<file path="src/rtl/prog_loader_if.sv">
// Host-side word stream into the program loader: 8-bit words (opcode[7:4], operand[3:0])
// carried over a valid/ready handshake.
interface prog_loader_if;
  logic       in_valid;
  logic [7:0] in_data;
  logic       in_ready;

  modport master (output in_valid, output in_data, input in_ready);
  modport slave  (input in_valid, input in_data, output in_ready);
endinterface

</file>
<file path="src/rtl/prog_loader.sv">
// Buffers a host program, then bursts it into the 4-bit core's program memory
// while holding the core in reset, rewinds its PC and releases it to run.
module prog_loader #(
  parameter int         DEPTH    = 16,
  parameter int         ADDR_W   = 4,
  parameter logic [7:0] PAD_WORD = 8'h9F
) (
  input  logic              clk,
  input  logic              reset,
  prog_loader_if.slave      host,
  input  logic              start,
  input  logic              reload,
  output logic              pc_reset,
  output logic              mem_write,
  output logic [3:0]        instr,
  output logic [3:0]        portin,
  output logic [ADDR_W:0]   word_cnt,
  output logic              running
);

  localparam logic [ADDR_W:0] DEPTH_W = (ADDR_W + 1)'(DEPTH);

  typedef enum logic [1:0] {FILL, BURST, REWIND, RUN} state_t;

  state_t            state_q, state_d;
  logic [ADDR_W:0]   word_cnt_q, word_cnt_d;
  logic [ADDR_W:0]   emit_q, emit_d;
  logic              pc_reset_q, pc_reset_d;
  logic              mem_write_q, mem_write_d;
  logic [7:0]        word_q, word_d;
  logic              running_q, running_d;
  logic              in_ready_q, in_ready_d;

  logic [7:0]        buf_mem [DEPTH];

  logic              hs;
  logic [ADDR_W-1:0] wr_addr;
  logic [ADDR_W-1:0] slot;
  logic [ADDR_W:0]   cnt_eff;
  logic [7:0]        emit_word;

  assign hs      = host.in_valid & in_ready_q;
  assign wr_addr = word_cnt_q[ADDR_W-1:0];

  // Slot for the word leaving on the next cycle. The core PC steps once before
  // the first write, so emission starts at slot 1 and wraps to slot 0 last.
  always_comb begin
    slot      = emit_q[ADDR_W-1:0] + 1'b1;
    cnt_eff   = word_cnt_q + {{ADDR_W{1'b0}}, hs};
    emit_word = PAD_WORD;
    if (state_q == FILL) begin
      slot = ADDR_W'(1);
    end
    // Forward a word accepted on the same edge that start is sampled.
    if ({1'b0, slot} < cnt_eff) begin
      emit_word = (hs && (wr_addr == slot)) ? host.in_data : buf_mem[slot];
    end
  end

  always_comb begin
    state_d     = state_q;
    word_cnt_d  = word_cnt_q;
    emit_d      = emit_q;
    pc_reset_d  = 1'b1;
    mem_write_d = 1'b0;
    word_d      = 8'h00;
    running_d   = 1'b0;
    in_ready_d  = 1'b0;

    case (state_q)
      FILL: begin
        if (hs) begin
          word_cnt_d = word_cnt_q + 1'b1;
        end
        if (start) begin
          state_d     = BURST;
          emit_d      = (ADDR_W + 1)'(1);
          pc_reset_d  = 1'b0;
          mem_write_d = 1'b1;
          word_d      = emit_word;
        end else begin
          in_ready_d = (word_cnt_d < DEPTH_W);
        end
      end
      BURST: begin
        if (emit_q == DEPTH_W) begin
          state_d = REWIND;
        end else begin
          emit_d      = emit_q + 1'b1;
          pc_reset_d  = 1'b0;
          mem_write_d = 1'b1;
          word_d      = emit_word;
        end
      end
      REWIND: begin
        state_d    = RUN;
        pc_reset_d = 1'b0;
        running_d  = 1'b1;
      end
      RUN: begin
        if (reload) begin
          state_d    = FILL;
          word_cnt_d = '0;
          in_ready_d = 1'b1;
        end else begin
          pc_reset_d = 1'b0;
          running_d  = 1'b1;
        end
      end
      default: begin
        state_d = FILL;
      end
    endcase
  end

  always_ff @(posedge clk) begin
    if (reset) begin
      state_q     <= FILL;
      word_cnt_q  <= '0;
      emit_q      <= '0;
      pc_reset_q  <= 1'b1;
      mem_write_q <= 1'b0;
      word_q      <= 8'h00;
      running_q   <= 1'b0;
      in_ready_q  <= 1'b1;
    end else begin
      state_q     <= state_d;
      word_cnt_q  <= word_cnt_d;
      emit_q      <= emit_d;
      pc_reset_q  <= pc_reset_d;
      mem_write_q <= mem_write_d;
      word_q      <= word_d;
      running_q   <= running_d;
      in_ready_q  <= in_ready_d;
    end
  end

  // Storage is left uncleared by reset; unfilled slots are padded on emission.
  always_ff @(posedge clk) begin
    if (hs) begin
      buf_mem[wr_addr] <= host.in_data;
    end
  end

  assign host.in_ready = in_ready_q;
  assign pc_reset      = pc_reset_q;
  assign mem_write     = mem_write_q;
  assign instr         = word_q[7:4];
  assign portin        = word_q[3:0];
  assign word_cnt      = word_cnt_q;
  assign running       = running_q;

endmodule

</file>
<file path="src/flat_wrapper.sv">
// flat-port wrapper written by rule: the top's interface ports become plain ports
module prog_loader_flat 
#(
  parameter int         DEPTH    = 16,
  parameter int         ADDR_W   = 4,
  parameter logic [7:0] PAD_WORD = 8'h9F
)
  (clk, reset, start, reload, pc_reset, mem_write, instr, portin, word_cnt, running, host_in_valid, host_in_data, host_in_ready);
  prog_loader_if host_i ();
  input  logic clk;
  input  logic reset;
  input  logic start;
  input  logic reload;
  output logic pc_reset;
  output logic mem_write;
  output logic [3:0] instr;
  output logic [3:0] portin;
  output logic [ADDR_W:0] word_cnt;
  output logic running;
  input wire logic [$bits(host_i.in_valid)-1:0] host_in_valid;
  input wire logic [$bits(host_i.in_data)-1:0] host_in_data;
  output wire logic [$bits(host_i.in_ready)-1:0] host_in_ready;
  assign host_i.in_valid = host_in_valid;
  assign host_i.in_data = host_in_data;
  assign host_in_ready = host_i.in_ready;
  prog_loader #(.DEPTH(DEPTH), .ADDR_W(ADDR_W), .PAD_WORD(PAD_WORD)) u_core (.clk(clk), .reset(reset), .host(host_i), .start(start), .reload(reload), .pc_reset(pc_reset), .mem_write(mem_write), .instr(instr), .portin(portin), .word_cnt(word_cnt), .running(running));
endmodule
</file>
<file path="config.mk">
export PLATFORM = sky130hd
export DESIGN_NAME = prog_loader_flat
export DESIGN_NICKNAME = d
export VERILOG_FILES = /design/src/rtl/prog_loader_if.sv /design/src/rtl/prog_loader.sv /design/src/flat_wrapper.sv
export SDC_FILE = /design/constraint.sdc
export NUM_CORES = 1
export LEC_CHECK = 0
export ABC_AREA = 1
export ABC_CLOCK_PERIOD_IN_PS = 2900
export CAP_MARGIN = 10
export CORE_ASPECT_RATIO = 1.25
export CORE_MARGIN = 4
export CORE_UTILIZATION = 60
export CTS_CLUSTER_DIAMETER = 30
export DETAILED_ROUTE_END_ITERATION = 7
export PLACE_DENSITY_LB_ADDON = 0.15
export SLEW_MARGIN = 20
export SYNTH_ARGS = -nofsm -noshare
export SYNTH_HDL_FRONTEND = slang
export SYNTH_SLANG_ARGS = --single-unit
</file>
<file path="constraint.sdc">
create_clock -name clk -period 2.9 [get_ports clk]
set_input_delay 0.58 -clock clk [delete_from_list [all_inputs] [get_ports clk]]
set_output_delay 0.58 -clock clk [all_outputs]
set_load 0.1 [all_outputs]
</file>
==> run_results.csv <==
group,metric,value,unit
outcome,status,"completed",
place,hpwl,10500,µm
yosys,synth-seq-cells,152,
floorplan,rows,43,
worst_setup_path,worstSetupPathType,"flip-flop to flip-flop",
sta,whs,0.568,ns
layout,layout-drive-gt1-share,0.125,
floorplan,die_area,0.0133,mm²
global_route,overflow,0,
power_and_ir_drop,p_seq_frac,0.369,
worst_setup_path,worstSetupStartpointType,"flip-flop",
global_route,use_met1,0.305,
sta,setup_viol,0,
layout,area_growth,15.3,%
sta,fin_crit,2.60,ns
routing,drt_pass1_iterations,6,
routing,initialDrtViolationCount,564,
yosys,synth_largest_area_cell,"edfxtp_1",
power_and_ir_drop,clkPwrFrac,0.296,
yosys,ys.flop_type,"edfxtp_1",
worst_setup_path,crit_path_max_incr_delay,0.38,ns
layout,nNetsFinal,779,
sta,timing.fmax,385,MHz
routing,drt-wirelength-per-cell,17.6,µm
global_route,grt_pass1_wl,25400,µm
power_and_ir_drop,intPower,4.30,mW
routing,vias,5097,
yosys,synth_common_cells,"150 x nand2_1, 128 x edfxtp_1, 104 x nand3_1, 87 x inv_1, 79 x nor2_1",
layout,regArea,0.00432,mm²
power_and_ir_drop,p_per_area,878,mW/mm²
global_route,antenna_found_initial,0,
clock_tree,numCtsBuffers,17,
clock_tree,clk_path_buf_depth,2,
worst_setup_path,critPathCaptureType,"flip-flop",
place,gp_congestion,0.866,
clock_tree,cts-root-buf,"clkbuf_16",
layout,multi_input_area,0.00204,mm²
clock_tree,holdBufCountCts,0,
min_path,hp-class,"flip-flop to flip-flop",
yosys,synth_area_leaders,"edfxtp_1 56%, nand2_1 8.2%, nand3_1 7.6%",
floorplan,start_util,0.618,
yosys,synthCells,699,
yosys,yosysWarnings,0,
worst_setup_path,path_cells,"inv_1 -> ha_1 -> inv_2 -> nand3_2 -> clkinvlp_4 -> ha_1 -> nand3b_1 -> nand2_1 -> nor2_2 -> nand2_1 -> inv_1 -> a21oi_1",
place,io_buffers,29,
layout,design_area,0.00793,mm²
worst_setup_path,crit_required,3.17,ns
clock_tree,cts.sinks,152,
global_route,grt_use_met3,0.0509,
sta,maxSlewHeadroom,0.500,
worst_setup_path,crit_path_max_fanout,12,
worst_setup_path,arrival,2.87,ns
yosys,async_flop_share,0,
floorplan,io_pins,30,
yosys,yosysUniqueCellTypes,34,
global_route,busiest_layer,"met2",
routing,route.detailed.drc,0,
global_route,grtUsageMet2,0.429,
floorplan,die_x,104,µm
routing,ant_nets,0,
sta,drv_slew,0,
yosys,synth_fp_nets,728,
routing,wl,15800,µm
sta,fin_crit_sh,0.895,
clock_tree,path_clk_slew,0.06,ns
global_route,grt_max_degree,33,
yosys,yosysSeqAreaShare,0.628,
layout,n_fill_cell,800,
global_route,grt_pass1_vias,5121,
flow_run,max_cap_violations,0,
global_route,grtUsageTotal,0.249,
power_and_ir_drop,fin_total_pwr,6.96,mW
sta,finalHoldViolations,0,
worst_setup_path,cpMaxStageDelayCell,"dfxtp_1",
power_and_ir_drop,p_sw_frac,0.383,
yosys,avgSynthCellArea,9.84,µm²
power_and_ir_drop,ir_drop,0.000698,V
clock_tree,h-tree-depth,4,
power_and_ir_drop,p_leak,3.33,nW
yosys,synth.top_cell.area_share,0.559,
routing,viasPerCell,5.68,
sta,fin_skew,0.00788,ns
floorplan,fp.dieH,128,µm
yosys,syn_area,0.00688,mm²
floorplan,fp.coreArea,0.0111,mm²
yosys,synth_edf_count,128,
power_and_ir_drop,combPwrFrac,0.335,
layout,n_antenna_cell,0,
sta,tightest_slew,0.748,ns
place,dpl_cell_area,0.00736,mm²
clock_tree,clk-insertion-delay-late,0.41,ns
sta,final.setup.tns,0,ns
power_and_ir_drop,p_sw,2.66,mW
clock_tree,cts_tree,"built",
sta,rsz0062_at_grt,"no",
yosys,synth_most_common_cell,"nand2_1",
-- power groups by stage --
| stage | clock [mW] | combinational [mW] | sequential (mW) |
|---|---|---|---|
| floorplan | 0 | 1.32 | 3.01 |
| global placement | 0 | 2.25 | 2.61 |
| global route | 2.20 | 2.54 | 2.58 |
| finish | 2.06 | 2.33 | 2.57 |
| detailed placement | 0 | 2.31 | 2.62 |
| CTS | 2.08 | 2.32 | 2.57 |
-- layout by cell type (no fill, tap or decap), types with 3 or more instances in the layout --
cell type	synthesis	layout
clkdlybuf4s50_1	0	12
o21ai_0	24	24
inv_1	87	87
buf_4	8	47
dfxtp_1	24	24
clkinv_4	0	4
nor2_1	79	79
nand3_1	104	104
clkinvlp_4	0	3
nand2_1	150	150
o21ai_1	4	4
clkbuf_16	0	18
inv_4	0	4
inv_2	6	6
a21oi_1	19	19
ha_1	16	16
nand4_1	6	6
edfxtp_1	128	128
nor3_1	5	5
-- per-stage QoR --
step | utilization | std cells | setup slack, ns
2_1_floorplan | - | 699 | 0.130
3_3_place_gp | 0.661 | 866 | 0.0886
3_5_place_dp | 0.661 | 866 | 0.0195
4_1_cts | 0.712 | 898 | 0.271
5_1_grt | 0.712 | 898 | 0.0494
6_report | 0.712 | 898 | 0.305
-- sequential cells by signal (all words and copies together), names as in the netlist, 2 cells and up --
signal	flops
u_core.state_q	2
u_core.emit_q	5
u_core.word_q	8
u_core.word_cnt	5
u_core.buf_mem	128
-- timing repair --
item / 4_1_cts / 5_1_grt
gates resized for setup: 0 / 1
endpoints found under the setup margin: 0 / 1
buffers inserted: 0 / 0
hold endpoints to repair: 0 / 0
-- area by class of cell --
type                    count  share of cell area
flip-flops and latches    152               0.545
multi-input cells         426               0.257
clock buffers              20              0.0603
repair buffers             59              0.0596
inverters                  94              0.0450
well taps                 135              0.0213
clock inverters            12              0.0112
-- critical path: cells and delay by family, from the launching register on --
family / cells / cell delay, ns
buffers and inverters: 4 / 0.67
AOI/OAI and AO/OA: 1 / 0.05
DFF: 1 / 0.38
adders and majority gates: 2 / 0.56
and+or+nand+nor: 5 / 0.79
-- cells by family after synthesis --
group | Yosys count | share of synthesized area
flip-flops | 152 | 0.628
buffers and inverters | 121 | 0.0749
AND/OR/NAND/NOR | 354 | 0.223
AO/OA/AOI/OAI | 53 | 0.0405
XOR/XNOR | 3 | 0.00382
adder cells (fa/ha/maj) | 16 | 0.0291
-- metal layers --
metal,wire length [µm],part of all wire
met5,0,0
met4,502,0.032
met3,1240,0.079
met2,7890,0.50
met1,6140,0.39
-- worst paths after layout --
path                                        start          endpoint  slack (ns)  cells past startpoint
worst max-delay path            u_core.state_q[0]  u_core.word_q[7]        0.30                     12
worst max register to register  u_core.state_q[0]  u_core.word_q[7]        0.30                     12
worst min-delay path             u_core.emit_q[4]  u_core.emit_q[4]        0.57                      4
worst min register to register   u_core.emit_q[4]  u_core.emit_q[4]        0.57                      4
Power figures use the tool's default switching activity.
